**config.mk**
```make
export PLATFORM = sky130hd
export DESIGN_NAME = uart_rx
export DESIGN_NICKNAME = d
export VERILOG_FILES = /design/src/rtl/uart_pkg.sv /design/src/rtl/uart_rx_sync.sv /design/src/rtl/uart_rx.sv
export SDC_FILE = /design/constraint.sdc
export NUM_CORES = 1
export LEC_CHECK = 0
export ABC_CLOCK_PERIOD_IN_PS = 3000
export CORE_ASPECT_RATIO = 0.75
export CORE_UTILIZATION = 57
export DETAILED_ROUTE_END_ITERATION = 10
export GPL_ROUTABILITY_DRIVEN = 0
export PLACE_DENSITY = 0.88
export SETUP_SLACK_MARGIN = 0.3
export SLEW_MARGIN = 15
export SYNTH_ARGS = -nofsm -noshare
export SYNTH_HDL_FRONTEND = slang
export SYNTH_HIERARCHICAL = 1
export SYNTH_SLANG_ARGS = --single-unit
```
**constraint.sdc**
```tcl
create_clock -name clk -period 3 [get_ports clk]
set_input_delay 0.6 -clock clk [delete_from_list [all_inputs] [get_ports clk]]
set_output_delay 0.6 -clock clk [all_outputs]
set_load 0.005 [all_outputs]
```
**src/rtl/uart_pkg.sv**
```systemverilog
// Shared UART definitions: state encoding, default bit period, data width.
package uart_pkg;

   localparam int CLKS_PER_BIT_DEF = 868;   // 100 MHz / 115200
   localparam int DATA_W           = 8;

   // State encoding shared by the UART receive and transmit ends
   typedef enum logic [2:0] {
      ST_IDLE  = 3'd0,
      ST_START = 3'd1,
      ST_DATA  = 3'd2,
      ST_STOP  = 3'd3,
      ST_BREAK = 3'd4
   } uart_state_e;

   // Offset from the start edge to the centre of a bit
   function automatic logic [15:0] half_bit(input int cpb);
      return 16'((cpb - 1) / 2);
   endfunction

endpackage

```
**src/rtl/uart_rx_sync.sv**
```systemverilog
// Two-flop synchroniser for an asynchronous level input; both flops reset
// to RST_VAL so an idle-high line never looks like an edge coming out of reset.
module uart_rx_sync #(
   parameter logic RST_VAL = 1'b1
) (
   input  logic clk,
   input  logic rst,
   input  logic async_i,
   output logic sync_o
);

   logic meta_q;
   logic sync_q;

   // Two-stage resync of the asynchronous input
   always_ff @(posedge clk) begin
      if (rst) begin
         meta_q <= RST_VAL;
         sync_q <= RST_VAL;
      end else begin
         meta_q <= async_i;
         sync_q <= meta_q;
      end
   end

   assign sync_o = sync_q;

endmodule

```
**src/rtl/uart_rx.sv**
```systemverilog
// 8N1 UART receiver. Samples every bit at its centre, delivers each byte
// with a one-cycle valid strobe.
// Optional feature macro: UART_RX_FRAME_ERR_EN -- checks the stop bit, flags
// o_frame_err with the byte and parks in BREAK until the line returns high.
module uart_rx
   import uart_pkg::*;
#(
   parameter int CLKS_PER_BIT = CLKS_PER_BIT_DEF
) (
   input  logic              clk,
   input  logic              rst,
   input  logic              i_rx,
   output logic [DATA_W-1:0] o_data_byte,
   output logic              o_data_valid,
   output logic              o_active,
   output logic              o_frame_err
);

   localparam logic [15:0] LAST = 16'(CLKS_PER_BIT - 1);
   localparam logic [15:0] HALF = half_bit(CLKS_PER_BIT);

   logic              rx_s;
   uart_state_e       state_q;
   logic [15:0]       cnt_q;
   logic [15:0]       cnt_d;
   logic [2:0]        idx_q;
   logic [DATA_W-1:0] shift_q;
   logic [DATA_W-1:0] byte_q;
   logic              valid_q;

   uart_rx_sync #(.RST_VAL(1'b1)) u_sync (
      .clk     (clk),
      .rst     (rst),
      .async_i (i_rx),
      .sync_o  (rx_s)
   );

   // Free-running increment shared by every counting state
   always_comb begin
      cnt_d = cnt_q + 16'd1;
   end

`ifdef UART_RX_FRAME_ERR_EN
   logic ferr_q;
`endif

   // Receive FSM with registered byte, valid and frame-error outputs
   always_ff @(posedge clk) begin
      if (rst) begin
         state_q <= ST_IDLE;
         cnt_q   <= '0;
         idx_q   <= '0;
         shift_q <= '0;
         byte_q  <= '0;
         valid_q <= 1'b0;
`ifdef UART_RX_FRAME_ERR_EN
         ferr_q  <= 1'b0;
`endif
      end else begin
         valid_q <= 1'b0;
`ifdef UART_RX_FRAME_ERR_EN
         ferr_q  <= 1'b0;
`endif
         case (state_q)
            ST_IDLE: begin
               cnt_q <= '0;
               idx_q <= '0;
               if (!rx_s) begin
                  state_q <= ST_START;
                  // The edge that detects the low level is already one
                  // cycle into the start bit, so the qualify check lands
                  // exactly half a bit after entering START.
                  cnt_q   <= 16'd1;
               end
            end
            ST_START: begin
               if (cnt_q == HALF) begin
                  cnt_q   <= '0;
                  state_q <= rx_s ? ST_IDLE : ST_DATA;   // high = glitch
               end else begin
                  cnt_q <= cnt_d;
               end
            end
            ST_DATA: begin
               if (cnt_q == LAST) begin
                  cnt_q          <= '0;
                  shift_q[idx_q] <= rx_s;                 // LSB first
                  if (idx_q == 3'd7) state_q <= ST_STOP;
                  else               idx_q   <= idx_q + 3'd1;
               end else begin
                  cnt_q <= cnt_d;
               end
            end
            ST_STOP: begin
               if (cnt_q == LAST) begin
                  cnt_q   <= '0;
                  byte_q  <= shift_q;
                  valid_q <= 1'b1;
`ifdef UART_RX_FRAME_ERR_EN
                  ferr_q  <= !rx_s;
                  state_q <= rx_s ? ST_IDLE : ST_BREAK;
`else
                  state_q <= ST_IDLE;
`endif
               end else begin
                  cnt_q <= cnt_d;
               end
            end
`ifdef UART_RX_FRAME_ERR_EN
            ST_BREAK: begin
               // Held-low line: ignore it until it returns to idle
               if (rx_s) state_q <= ST_IDLE;
            end
`endif
            default: state_q <= ST_IDLE;
         endcase
      end
   end

   assign o_data_byte  = byte_q;
   assign o_data_valid = valid_q;
   assign o_active     = (state_q != ST_IDLE);
`ifdef UART_RX_FRAME_ERR_EN
   assign o_frame_err  = ferr_q;
`else
   assign o_frame_err  = 1'b0;
`endif

endmodule

```
==> results of run 1 <==
## routing by layer
layer  global-route usage  wire length, µm  vias to the layer above  part of all wire
met1               0.3878             1930                      719              0.50
met5                    0                0                        -                 0
li1                     -                -                      790                 -
met3              0.07895              263                        7             0.068
met2               0.3611             1614                       45              0.41
met4               0.1224               81                        0             0.021
## path summary, 6_finish.rpt
kind                                     from             to  slack, ps
worst max-delay path                cnt_q[11]       idx_q[0]        630
worst min register to register  u_sync/meta_q  u_sync/sync_o        410
worst min-delay path            u_sync/meta_q  u_sync/sync_o        410
worst max register to register      cnt_q[11]       idx_q[0]        630
## power breakdown
group / internal [mW] / switching [mW]
clock network: 0.183 / 0.189
logic: 0.0207 / 0.0286
registers: 0.535 / 0.00878
total: 0.739 / 0.226
## cell usage after synthesis, types with 2 or more instances
| cell type | n |
|---|---|
| nand4b_1 | 6 |
| a211oi_1 | 2 |
| a31oi_1 | 4 |
| buf_1 | 4 |
| nand2b_1 | 11 |
| o21ai_1 | 8 |
| a31o_2 | 2 |
| or4_1 | 3 |
| nor4_1 | 5 |
| nor2b_1 | 2 |
| buf_2 | 2 |
| xnor2_1 | 11 |
| clkbuf_1 | 6 |
| dfxtp_1 | 40 |
| nand3b_1 | 3 |
| nor3_1 | 20 |
| or3_1 | 2 |
| mux2i_1 | 8 |
| inv_1 | 7 |
| nand2_1 | 11 |
| nand4_1 | 7 |
| or4_4 | 2 |
| a21oi_1 | 10 |
| o211ai_1 | 3 |
| or2_1 | 2 |
| nor2_1 | 7 |
| ha_1 | 4 |
| nand3_1 | 12 |
## cells by family after synthesis
family,Yosys count,synth area share
compound gates,31,0.1010
flops,40,0.4197
buf+inv,21,0.04853
xor+xnor,12,0.05508
simple gates,98,0.2997
mux,9,0.04787
other cells,1,0.001965
fa+ha+maj,4,0.02623
## layout make-up
cell class / instances / area [µm²]
clock inverter: 2 / 10.01
sequential: 40 / 800.8
clock buffer: 6 / 82.58
multi-input combinational: 155 / 1015
inverter: 7 / 26.28
tap: 38 / 47.55
timing repair buffer: 14 / 135.1
fill: 243 / 945.9
## sequential cells by signal (all words and copies together) (netlist names)
signal,cells
idx_q,3
u_sync/sync_o,1
cnt_q,16
u_sync/meta_q,1
shift_q,8
state_q,2
o_data_valid,1
o_data_byte,8
## stage by stage
| stage | worst slack [ps] | instance area [µm²] |
|---|---|---|
| after floorplan | 705.4 | 1908 |
| after global placement | 679.5 | 2024 |
| after detailed placement | 649.8 | 2024 |
| after CTS | 625.3 | 2117 |
| after global routing | 507.7 | 2117 |
| final | 631.0 | 2117 |
==> impl_metrics.csv, run 1 <==
group,metric,value,unit
timing,finalCritPeriodShare,0.7897,
route,drcViolationCount,0,
floorplanning,core,3063,µm²
critical_path,start_kind,"flip-flop",
route,drt-vias-per-instance,5.958,
critical_path,critPathKind,"flip-flop to flip-flop",
timing,relSlewSlack,0.3429,
route,wl,3891,µm
timing,tightestPinTransition,977.5,ps
floorplanning,initial_core_util,0.6230,
cts,root_buffer,"clkbuf_8",
cells_and_area,final_core_util,0.6912,
synthesis,yosysTopAreaCell,"dfxtp_1",
cells_and_area,antenna_cells,0,
timing,fin_skew,3.736,ps
timing,rsz0062_at_grt,"no",
synthesis,netlist_instances,216,
route,final_antenna_net_count,0,
synthesis,synth-seq-area-share,0.4197,
critical_path,worst-path-stages,4,
power,p_leak,0.6716,nW
synthesis,syn-num-nets,223,
floorplanning,ioPinCount,14,
critical_path,slowest_delay,670,ps
synthesis,synth-main-ff-cell,"dfxtp_1",
timing,max_freq,422.1,MHz
synthesis,synth_edf_count,0,
cts,post_cts.repair.setup_buffers,0,
power,p_total,0.9649,mW
route,wl_per_cell,14.85,µm
cts,tritoncts,"yes",
floorplanning,dieArea,3585,µm²
timing,finalSetupViolCount,0,
cts,cts-resized-gates,0,
placement,dp_hpwl,2747,µm
global_routing,grt_max_degree,19,
synthesis,synth.area.top_cells,"dfxtp_1, nor3_1, xnor2_1",
flow_run,drv_cap,0,
critical_path,path_cells,"or4_1, or4_4, or4_1, a31oi_1",
timing,fin_tns_setup,0,ps
floorplanning,num_rows,17,
cells_and_area,num-nets-final,230,
synthesis,synth.distinct_cells,40,
cells_and_area,layout_common_cells,"dfxtp_1, nor3_1, nand3_1, clkdlybuf4s50_1",
cells_and_area,layout.cells.most_common,"dfxtp_1",
global_routing,grt_antenna_before_repair,0,
critical_path,required,3230,ps
critical_path,slowest_stage,"or4_4",
synthesis,avgSynthCellArea,8.834,µm²
cts,cts_hold_buf,0,
route,via_count,1561,
hold_path,hp-class,"flip-flop to flip-flop",
hold_path,holdPathStages,1,
timing,final-max-slew-violation-count,0,
cts,cts_sinks,40,
critical_path,crit_arrival,2600,ps
synthesis,yosysWarnings,6,
outcome,status,"completed",
cts,cts_buffers,5,
cts,h-tree-depth,2,
critical_path,reg2reg_depth,4,
critical_path,crit_top_cell,"or4_1",
cts,cts_buffer_depth,2,
global_routing,grt_pass1_vias,1379,
cells_and_area,areaGrowthSynthToFinish,10.95,%
synthesis,synth-seq-cells,40,
placement,dp.cells,254,
critical_path,cp_max_fo,17,
timing,hold_slack,411.4,ps
synthesis,synth_top_area_frac,0.4197,
critical_path,path_buf_inv,0,
power,p_per_area,455.8,nW/µm²
timing,report.final.hold_viol_count,0,
route,drt-initial-drc-count,162,
cts,cts.clk_slew.worst_paths,80,ps
floorplanning,fp.dieW,68.81,µm
synthesis,synth.cell_area,1908,µm²
synthesis,synthArstFlopShare,0,
global_routing,grt_pass1_wl,6686,µm
global_routing,grtUsageTotal,0.2685,
route,firstDrtPassIters,4,
cts,clk_latency,300,ps
placement,io_buffers,12,
floorplanning,chipHeight,52.11,µm
cells_and_area,finalNonFillerCells,262,
critical_path,critPathCaptureType,"flip-flop",
power,ir_drop,0.3219,mV
critical_path,crit_family,"simple AND/OR/NAND/NOR gates",
global_routing,grt_overflow,0,
cells_and_area,drive_above_1_share,0.08036,
timing,period_needed,2369,ps
(Power assumes the default switching activity.)
==> run 2, diff against run 1 <==
ABC_CLOCK_PERIOD_IN_PS = 2000   (was 3000)
CORE_UTILIZATION = 52   (was 57)
PLACE_DENSITY = 0.85   (was 0.88)
clock period = 2 ns   (was 3 ns; I/O delays follow)
==> impl_metrics.csv, run 2 (synthesis gave the netlist of run 1 again) <==
group,metric,value,unit
global_routing,grt_pass1_wl,7569,µm
critical_path,reg2reg_depth,4,
timing,final-max-slew-violation-count,0,
timing,fin_skew,4.365,ps
global_routing,grt_overflow,0,
cells_and_area,fill_cells,240,
cts,tritoncts,"yes",
cells_and_area,top_register,"cnt_q",
critical_path,critPathCaptureType,"flip-flop",
placement,dp_hpwl,2903,µm
power,p_leak,0.8498,nW
floorplanning,core,3401,µm²
flow_run,drv_cap,0,
route,drcViolationCount,0,
timing,tightestPinTransition,614.0,ps
cts,h-tree-depth,2,
timing,max_freq,463.8,MHz
placement,place_area,2198,µm²
timing,relSlewSlack,0.5896,
timing,fin_ws,-156.1,ps
floorplanning,dieArea,3918,µm²
critical_path,cp_max_fo,4,
route,final_antenna_net_count,0,
route,firstDrtPassIters,5,
timing,finalCritPeriodShare,1.078,
timing,period_needed,2156,ps
power,p_per_area,635.9,nW/µm²
cts,cts.clk_slew.worst_paths,70,ps
cts,cts_sinks,40,
cells_and_area,num-nets-final,253,
global_routing,grt_antenna_before_repair,0,
critical_path,required,2190,ps
floorplanning,initial_core_util,0.5611,
outcome,status,"finished with violations",
critical_path,start_kind,"flip-flop",
route,wl_per_cell,15.79,µm
cells_and_area,areaGrowthSynthToFinish,28.39,%
timing,report.final.hold_viol_count,0,
floorplanning,num_rows,18,
floorplanning,ioPinCount,14,
cells_and_area,fin_area,2450,µm²
route,drt-initial-drc-count,162,
critical_path,critPathKind,"flip-flop to flip-flop",
timing,rsz0062_at_grt,"yes",
route,wl,4690,µm
timing,finalSetupViolCount,30,
cells_and_area,finalNonFillerCells,297,
cells_and_area,layout_common_cells,"dfxtp_1, buf_4, nor3_1",
cts,clk_latency,300,ps
floorplanning,fp.dieW,71.95,µm
power,ir_drop,0.5679,mV
cells_and_area,antenna_cells,0,
route,via_count,1756,
placement,pre_cts_slack,-162.8,ps
hold_path,holdPathStages,1,
critical_path,crit_arrival,2340,ps
floorplanning,chipHeight,54.46,µm
global_routing,grt_max_degree,27,
route,drt-vias-per-instance,5.912,
global_routing,grtUsageTotal,0.2674,
cells_and_area,layout.cells.most_common,"dfxtp_1",
global_routing,grt_pass1_vias,1533,
cts,root_buffer,"clkbuf_8",
hold_path,hp-class,"flip-flop to flip-flop",
placement,dp.cells,287,
cells_and_area,largest_register_ff_count,16,
outcome,failed_checks,"setup timing",
cells_and_area,drive_above_1_share,0.2470,
placement,io_buffers,12,
cts,cts_buffer_depth,2,
cts,cts_buffers,5,
[run 2: worst max-delay path, cell delays in order (launching register included)]
cell     delay [ps]
dfxtp_2         320
or4_4           540
or4_4           600
a22oi_2         250
mux2_4          330
[run 2: cell type report]
| type | instances | area, µm² | share of cell area |
|---|---|---|---|
| clock buffers | 6 | 72.57 | 0.02962 |
| clock inverters | 2 | 35.03 | 0.01430 |
| flip-flops and latches | 40 | 808.3 | 0.3299 |
| multi-input cells | 155 | 1099 | 0.4484 |
| repair buffers | 37 | 346.6 | 0.1415 |
| inverters | 7 | 26.28 | 0.01073 |
| well taps | 50 | 62.56 | 0.02554 |
[run 2: final timing paths]
check	startpoint	endpoint	slack, ps
setup / recovery	cnt_q[11]	state_q[0]	-160
hold / removal	u_sync/meta_q	u_sync/sync_o	420
setup reg to reg	cnt_q[11]	state_q[0]	-160
hold reg to reg	u_sync/meta_q	u_sync/sync_o	420
[run 2: through the flow]
stage,hold WS (ps),util,setup TNS (ps),power (mW)
floorplan,383.2,-,-4043,0.8826
global placement,385.7,0.6464,-1476,0.9114
detailed placement,401.5,0.6464,-2472,0.9133
CTS,418.5,0.7119,-2221,1.559
global route,440.3,0.7204,-4873,1.615
finish,415.4,0.7204,-2805,1.558
[run 2: what timing repair did]
item                       4_1_cts  5_1_grt
cloned                           0        0
gates resized for setup         25        7
setup buffers                    2        0
setup endpoints to repair       39       39
hold buffers                     0        0
pin swaps                       23        6
[run 2: report_power, final]
part	total (mW)	switching [mW]	internal [mW]
logic	0.0970	0.0579	0.0392
clock network	0.653	0.283	0.370
registers	0.808	0.00631	0.802
[run 2: routing by layer]
metal | wire length [µm] | global-route usage
met1 | 2175 | 0.3553
met2 | 2180 | 0.4261
met3 | 272 | 0.06630
met4 | 62 | 0.1046
met5 | 0 | 0
